===== src/rtl/sc_regbank.sv =====
// Parametrised register bank: one write port, two registered read ports, fixed register 0,
// and a soft-clear sweep. Define SC_REGBANK_BYPASS_EN for write-first read/write collisions.
module sc_regbank #(
    parameter int                         DATAWIDTH_BUS      = 32,
    parameter int                         ADDRWIDTH          = 5,
    parameter logic [DATAWIDTH_BUS-1:0]   DATA_REGFIXED_INIT = '0
) (
    input  logic                     SC_RegBANK_CLOCK_50,
    input  logic                     SC_RegBANK_RESET_InLow,
    input  logic [DATAWIDTH_BUS-1:0] SC_RegBANK_data_InBUS,
    input  logic [ADDRWIDTH-1:0]     SC_RegBANK_writeAddr_In,
    input  logic                     SC_RegBANK_write_InHigh,
    input  logic [ADDRWIDTH-1:0]     SC_RegBANK_readAddrA_In,
    input  logic [ADDRWIDTH-1:0]     SC_RegBANK_readAddrB_In,
    input  logic                     SC_RegBANK_clear_InHigh,
    output logic [DATAWIDTH_BUS-1:0] SC_RegBANK_dataA_OutBUS,
    output logic [DATAWIDTH_BUS-1:0] SC_RegBANK_dataB_OutBUS,
    output logic                     SC_RegBANK_busy_OutHigh
);
    localparam int                   DEPTH     = 2 ** ADDRWIDTH;
    localparam logic [ADDRWIDTH-1:0] LAST_ADDR = ADDRWIDTH'(DEPTH - 1);

    typedef enum logic {IDLE, CLEAR} state_t;

    state_t                 state, state_nxt;
    logic [ADDRWIDTH-1:0]   cnt, cnt_nxt;
    logic                   busy, busy_nxt;
    logic                   wr_accept;
    logic                   clr_en;
    logic [DATAWIDTH_BUS-1:0] mem [DEPTH];
    logic [DATAWIDTH_BUS-1:0] rd_a_nxt, rd_b_nxt;

    // Sweep sequencer
    always_ff @(posedge SC_RegBANK_CLOCK_50 or negedge SC_RegBANK_RESET_InLow) begin
        if (!SC_RegBANK_RESET_InLow) begin
            state <= IDLE;
            cnt   <= '0;
            busy  <= 1'b0;
        end else begin
            state <= state_nxt;
            cnt   <= cnt_nxt;
            busy  <= busy_nxt;
        end
    end

    always_comb begin
        state_nxt = state;
        cnt_nxt   = cnt;
        busy_nxt  = busy;
        case (state)
            IDLE: begin
                if (SC_RegBANK_clear_InHigh) begin
                    state_nxt = CLEAR;
                    cnt_nxt   = ADDRWIDTH'(1);
                    busy_nxt  = 1'b1;
                end
            end
            CLEAR: begin
                if (cnt == LAST_ADDR) begin
                    state_nxt = IDLE;
                    cnt_nxt   = '0;
                    busy_nxt  = 1'b0;
                end else begin
                    cnt_nxt = cnt + ADDRWIDTH'(1);
                end
            end
            default: begin
                state_nxt = IDLE;
                cnt_nxt   = '0;
                busy_nxt  = 1'b0;
            end
        endcase
    end

    assign clr_en    = (state == CLEAR);
    assign wr_accept = (state == IDLE) && SC_RegBANK_write_InHigh &&
                       (SC_RegBANK_writeAddr_In != '0);

    // Register 0 is a constant; the rest are individual flop rows.
    generate
        for (genvar g = 0; g < DEPTH; g++) begin : g_reg
            if (g == 0) begin : g_fixed
                assign mem[g] = DATA_REGFIXED_INIT;
            end else begin : g_flop
                logic [DATAWIDTH_BUS-1:0] q;
                always_ff @(posedge SC_RegBANK_CLOCK_50 or negedge SC_RegBANK_RESET_InLow) begin
                    if (!SC_RegBANK_RESET_InLow)
                        q <= DATA_REGFIXED_INIT;
                    else if (clr_en && (cnt == ADDRWIDTH'(g)))
                        q <= DATA_REGFIXED_INIT;
                    else if (wr_accept && (SC_RegBANK_writeAddr_In == ADDRWIDTH'(g)))
                        q <= SC_RegBANK_data_InBUS;
                end
                assign mem[g] = q;
            end
        end
    endgenerate

    // Read muxes; the sweep never feeds the bypass path since wr_accept is IDLE-only.
    always_comb begin
        rd_a_nxt = mem[SC_RegBANK_readAddrA_In];
        rd_b_nxt = mem[SC_RegBANK_readAddrB_In];
`ifdef SC_REGBANK_BYPASS_EN
        if (wr_accept && (SC_RegBANK_writeAddr_In == SC_RegBANK_readAddrA_In))
            rd_a_nxt = SC_RegBANK_data_InBUS;
        if (wr_accept && (SC_RegBANK_writeAddr_In == SC_RegBANK_readAddrB_In))
            rd_b_nxt = SC_RegBANK_data_InBUS;
`else
        rd_a_nxt = rd_a_nxt;
        rd_b_nxt = rd_b_nxt;
`endif
    end

    always_ff @(posedge SC_RegBANK_CLOCK_50 or negedge SC_RegBANK_RESET_InLow) begin
        if (!SC_RegBANK_RESET_InLow) begin
            SC_RegBANK_dataA_OutBUS <= DATA_REGFIXED_INIT;
            SC_RegBANK_dataB_OutBUS <= DATA_REGFIXED_INIT;
        end else begin
            SC_RegBANK_dataA_OutBUS <= rd_a_nxt;
            SC_RegBANK_dataB_OutBUS <= rd_b_nxt;
        end
    end

    assign SC_RegBANK_busy_OutHigh = busy;

endmodule


===== config.mk =====
export PLATFORM = sky130hd
export DESIGN_NAME = sc_regbank
export DESIGN_NICKNAME = d
export VERILOG_FILES = /design/src/rtl/sc_regbank.sv
export SDC_FILE = /design/constraint.sdc
export NUM_CORES = 2
export LEC_CHECK = 0
export BUFFER_PORTS_ARGS = -buffer_cell sky130_fd_sc_hd__buf_4
export CORE_MARGIN = 2
export CORE_UTILIZATION = 42
export DETAILED_ROUTE_END_ITERATION = 16
export PLACE_DENSITY = 0.55
export SLEW_MARGIN = 10
export SYNTH_ARGS = -nofsm -noshare
export SYNTH_HDL_FRONTEND = slang
export SYNTH_SLANG_ARGS = --single-unit

===== constraint.sdc =====
create_clock -name SC_RegBANK_CLOCK_50 -period 4.45 [get_ports SC_RegBANK_CLOCK_50]
set_input_delay 0.6675 -clock SC_RegBANK_CLOCK_50 [delete_from_list [all_inputs] [get_ports SC_RegBANK_CLOCK_50]]
set_output_delay 0.6675 -clock SC_RegBANK_CLOCK_50 [all_outputs]
set_load 0.01 [all_outputs]

== Word level (Yosys, flattened, before mapping) ==
Index checks and enable logic that the tools add are counted.
Storage, ports and cells
  input port bits: 51
  output and inout bits: 65
  word-level logic and storage cells: 280
  register bits: 1063
Operators by class
  equal/unequal tests: 64
  reduce and logical (&&, ||, !) cells: 97
  bitwise operators: 3
  $add $sub $neg: 1
  muxes and demuxes: 77
  $lt $le $gt $ge: 2
Operators with widths (count)
  two-way mux 32 bit: 66
  binary-select mux 32 bit (select 5 bit): 2
  == test 5 bit, second input constant: 32
  == test 5 x 4 -> 1 bit, second input constant: 16
  logical AND 1 bit: 64
  nonzero test 2 bit: 31
  == test 5 x 3 -> 1 bit, second input constant: 8
  == test 5 x 2 -> 1 bit, second input constant: 4
  >= comparator 6 bit, second input constant: 2
  inverter 5 -> 6 bit: 2
  == test 5 x 1 -> 1 bit, second input constant: 2
  two-way mux 5 bit: 2
  one-hot mux 5 bit (2 select lines): 1
  adder 5 x 1 -> 5 bit, second input constant: 1
  nonzero test 5 bit: 1
  two-way mux 1 bit: 4
  one-hot mux 1 bit (2 select lines): 2
  inequality test 2 x 1 -> 1 bit, second input constant: 1
  inequality test 2 bit, second input constant: 1
  AND reduction 2 bit: 1
  inverter 1 bit: 1

== Longest topological paths before layout ==
  depth after elaboration: 6
  gate-level depth with buffers: 9
  mapped depth without buffers: 7

== Least setup slack after synthesis ==
OpenSTA, ideal clock, no wires.
  path type: input to register
  start: input SC_RegBANK_readAddrA_In[0]
  end: register SC_RegBANK_dataA_OutBUS[10]
  path buffers: 3
  cell stages on the path: 7
  slack: 2.025 ns
  arrival time: 2.290 ns
  library setup time: 0.135 ns
  data required time: 4.315 ns
  path through: buf_2 buf_2 buf_2 mux4_2 a22o_1 o21ai_1 o31ai_1
Between the ends
  cells in the longest elaborated chain, start to end: 4
RTL lines
  from (decl): line 13  | input logic [ADDRWIDTH-1:0] SC_RegBANK_readAddrA_In,
  inverter 5 -> 6 bit (implied by the code): line 101  | rd_a_nxt = mem[SC_RegBANK_readAddrA_In];
  binary-select mux 32 bit (select 5 bit): line 101
  two-way mux 32 bit (implied by the code) (2 in a row): line 101
  via rd_a_nxt[10]: line 31  | logic [DATAWIDTH_BUS-1:0] rd_a_nxt, rd_b_nxt;
  to (signal assigned): line 119  | SC_RegBANK_dataA_OutBUS <= rd_a_nxt;
  to (decl): line 16  | output logic [DATAWIDTH_BUS-1:0] SC_RegBANK_dataA_OutBUS,
The timed path passes the listed nets, and every way through them passes these cells. The select of a mux whose other input is x is not followed.
A chain may end at the register's enable or synchronous reset.

== Final worst setup path ==
  start: register state, in the netlist clr_en
  end: register g_reg[4].g_flop.q[27]
Between the ends
  cells in the longest elaborated chain, start to end: 5
  elaborated cells on any way between the ends: 7
  classes of those cells: mux (1); bitwise (1); reduce/logical (5)
RTL lines
  from (decl): line 25  | state_t state, state_nxt;
  from (signal assigned): line 40  | state <= state_nxt;
  inverter 1 bit: line 76  | assign wr_accept = (state == IDLE) && SC_RegBANK_write_InHigh &&
  logical AND 1 bit (2 in a row): line 76
  logical AND 1 bit: line 91  | else if (wr_accept && (SC_RegBANK_writeAddr_In == ADDRWIDTH'(g)))
  nonzero test 2 bit (no source line)
  to (signal assigned): line 92  | q <= SC_RegBANK_data_InBUS;
  to (decl): line 85  | logic [DATAWIDTH_BUS-1:0] q;
Several ways; a longest one is shown, not always the timed one.

==> results.sh <==
export IMPL_setup_viol=0
export IMPL_synth_xor_area_share_pct=0
export IMPL_via_per_inst=7.199
export IMPL_hp_class="in2reg"
export IMPL_syn_to_final_growth_pct=13.13
export IMPL_drv_slew=0
export IMPL_critPathRequiredTime_ns=5.11
export IMPL_min_path_cells=2
export IMPL_grt_pass1_wl_um=299800
export IMPL_antenna_left=0
export IMPL_synth_mux_area_fraction_pct=21.13
export IMPL_cts_tree="done"
export IMPL_hpwl_um=119000
export IMPL_start_kind="flip-flop"
export IMPL_worst_pin_slew_ns=1.196
export IMPL_cellLeakagePower_nw=27.11
export IMPL_synthSimpleGateAreaFrac_pct=2.040
export IMPL_async_flop_share_pct=100.0
export IMPL_cp_arrival_ns=3.76
export IMPL_num_vias=39420
export IMPL_hold_path_end="cnt[4]"
export IMPL_drt_wl_total_um=207100
export IMPL_yosys_warnings=0
export IMPL_setup_tns_ns=0
export IMPL_synthTopCellsByArea="dfrtp_1 50%, a22o_1 19%, mux4_2 16%"
export IMPL_antenna_found_initial=4
export IMPL_drv_cap=0
export IMPL_grt_max_degree=134
export IMPL_htreeDepth=3
export IMPL_fin_hold_ws_ns=0.1598
export IMPL_ios=116
export IMPL_grt_ovfl_total=0
export IMPL_wire_per_inst_um=37.82
export IMPL_synth_fa_ha_area_share_pct=0.1636
export IMPL_endpoint_kind="flip-flop"
export IMPL_fin_nets=3789
export IMPL_clockBufferDepth=3
export IMPL_ys_seq_area_share_pct=49.69
export IMPL_gp_congestion=0.8305
export IMPL_synth_top_family_by_area="compound AO/OA/AOI/OAI gates"
export IMPL_r2r_end="g_reg[4].g_flop.q[27]"
export IMPL_path_clk_slew_ns=0.06
export IMPL_port_buffers=115
export IMPL_start_util_pct=42.47
export IMPL_syn_nets=3902
export IMPL_die_height_um=361.0
export IMPL_synth_seq_cells=1063
export IMPL_synth_most_common_cell="a22o_1"
export IMPL_power_density_nw_per_um2=427.3
export IMPL_finalHoldViolations=0
export IMPL_period_minus_slack_ns=3.096
export IMPL_cts_root_buf="clkbuf_16"
export IMPL_drt_drc_violations_left=0
export IMPL_track_usage_pct=31.73
export IMPL_drive_gt1_share_pct=26.01
export IMPL_cts_inserted_buffers=115
export IMPL_ir_worst_vdd_v=0.0003143
export IMPL_first_iter_violations=4699
export IMPL_grt_pass1_vias=39950
export IMPL_syn_area_um2=53530
export IMPL_rrSetupSlack_ns=1.35
export IMPL_synth_edf_count=0
export IMPL_synth_compound_area_share_pct=22.93
export IMPL_slew_headroom_pct=20.08
export IMPL_yosysUniqueCellTypes=34
export IMPL_die_w_um=361.0
export IMPL_firstDrtPassIters=6
export IMPL_worstSetupPathType="reg2reg"
export IMPL_synthesis_instances=3844
export IMPL_rsz0062_at_grt="false"
export IMPL_antenna_cells=0
export IMPL_power_total_w=0.02588
export IMPL_crit_fanout=21
export IMPL_r2r_start="clr_en"
export IMPL_clock_latency_ns=0.73
export IMPL_clock_sinks=1063
export IMPL_core_um2=126100
export IMPL_fmax_mhz=323.0
export IMPL_synthTopCellsByCount="1,183 x a22o_1, 1,063 x dfrtp_1, 384 x mux4_2, 321 x clkbuf_1, 195 x mux2i_1"
export IMPL_hold_start="SC_RegBANK_clear_InHigh"
export IMPL_r2r_worst_path_cells=6
export IMPL_synth_flop_cell="dfrtp_1"
export IMPL_dieArea_um2=130300
export IMPL_post_route_period_util_pct=69.57
export IMPL_avgSynthCellArea_um2=13.93
export IMPL_yosysTopAreaCellShare_pct=49.69
export IMPL_core_rowCount=130
export IMPL_fin_worst_skew_ns=0.02731
export IMPL_outcome="complete, no violations"
export IMPL_synth_top_area_cell="dfrtp_1"
-- worst max-delay path, cell delays in order, from the launching register on --
cell and delay (ns):
dfrtp_1 0.76, or3b_1 0.44, buf_4 0.41, nor4_4 0.10
a21oi_4 0.83, buf_4 0.32, a22o_1 0.14
-- layout make-up --
class                   instances  area (um2)
fillers                     10890       65500
flip-flops and latches       1063       26600
multi-input cells            2271       25280
clock buffers                 155        3321
repair buffers                273        2477
well taps                    1650        2064
clock inverters                56       788.3
inverters                       7       26.28
-- through the flow --
stage / utilization [%] / cell area, um2 / cells / setup slack, ns
after floorplan: - / 53530 / 3844 / 2.025
after global placement: 44.77 / 56440 / 5263 / 0.9158
after detailed placement: 44.77 / 56440 / 5263 / 0.9040
after CTS: 48.04 / 60560 / 5475 / 1.400
after global routing: 48.04 / 60560 / 5475 / 1.245
final: 48.04 / 60560 / 5475 / 1.354
-- layer usage --
metal	share of wire (%)	vias to the layer above	track usage (%)	wire, um
met1	41	21140	45.34	85030
met2	43	2447	45.54	89260
met3	11	448	8.304	22570
met4	4.9	2	13.87	10220
li1	-	15380	-	-
met5	0.0058	-	0	12
-- cells in the final DEF (no fill, tap or decap), types with 3 or more instances in the layout --
cell type | Yosys | layout
a211oi_1 | 64 | 64
a21oi_4 | 0 | 31
a22o_1 | 1183 | 1183
and2_1 | 70 | 68
and3_1 | 4 | 4
buf_12 | 0 | 31
buf_4 | 12 | 236
buf_8 | 0 | 5
bufinv_16 | 0 | 19
clkbuf_1 | 321 | 13
clkbuf_16 | 0 | 117
clkbuf_8 | 0 | 25
clkinv_2 | 0 | 26
clkinvlp_4 | 0 | 7
dfrtp_1 | 1063 | 1063
ha_1 | 7 | 7
inv_1 | 7 | 7
mux2_2 | 63 | 63
mux2i_1 | 195 | 195
mux4_2 | 384 | 384
nand2_1 | 6 | 6
nand2b_1 | 9 | 7
nor2_1 | 9 | 7
nor2b_4 | 0 | 6
nor3_4 | 10 | 24
nor4_4 | 3 | 7
o21ai_0 | 3 | 3
o21ai_1 | 64 | 64
o22ai_1 | 66 | 66
o31ai_1 | 67 | 67
-- flip-flops by register name (all words and copies together) (netlist names) --
signal                   cells
SC_RegBANK_dataB_OutBUS     32
cnt                          5
g.g_flop.q                 992
SC_RegBANK_dataA_OutBUS     32
SC_RegBANK_busy_OutHigh      1
clr_en                       1
-- kinds of logic (layout without fill, tap and decap cells) --
| group | count (synthesis) | in the layout |
|---|---|---|
| compound gates | 1478 | 1478 |
| simple gates | 144 | 144 |
| flops | 1063 | 1063 |
| fa+ha+maj | 7 | 7 |
| buf+inv | 510 | 491 |
| mux | 642 | 642 |
-- timing repair --
action / 4_1_cts / 5_1_grt
resized for setup: 0 / 0
buffers inserted: 0 / 0
endpoints found under the hold margin: 46 / 0
setup endpoints to repair: 0 / 0
hold buffers: 1 / 0
-- worst max path at each step --
stage	startpoint	end	slack, ns
6_report	clr_en	g_reg[4].g_flop.q[27]	1.35
5_1_grt	clr_en	g_reg[4].g_flop.q[18]	1.25
4_1_cts	clr_en	g_reg[22].g_flop.q[30]	1.40
3_5_place_dp	SC_RegBANK_readAddrB_In[0]	SC_RegBANK_dataB_OutBUS[28]	0.90
3_3_place_gp	SC_RegBANK_readAddrB_In[0]	SC_RegBANK_dataB_OutBUS[28]	0.92
2_1_floorplan	SC_RegBANK_readAddrA_In[0]	SC_RegBANK_dataA_OutBUS[10]	2.03
-- report_power, final --
group | switching (W) | leakage, nW | internal [W]
clock | 0.00422 | 2.03 | 0.00630
combinational | 0.00262 | 10.3 | 0.00167
sequential | 0.000656 | 14.8 | 0.0104
(Power assumes the default switching activity.)
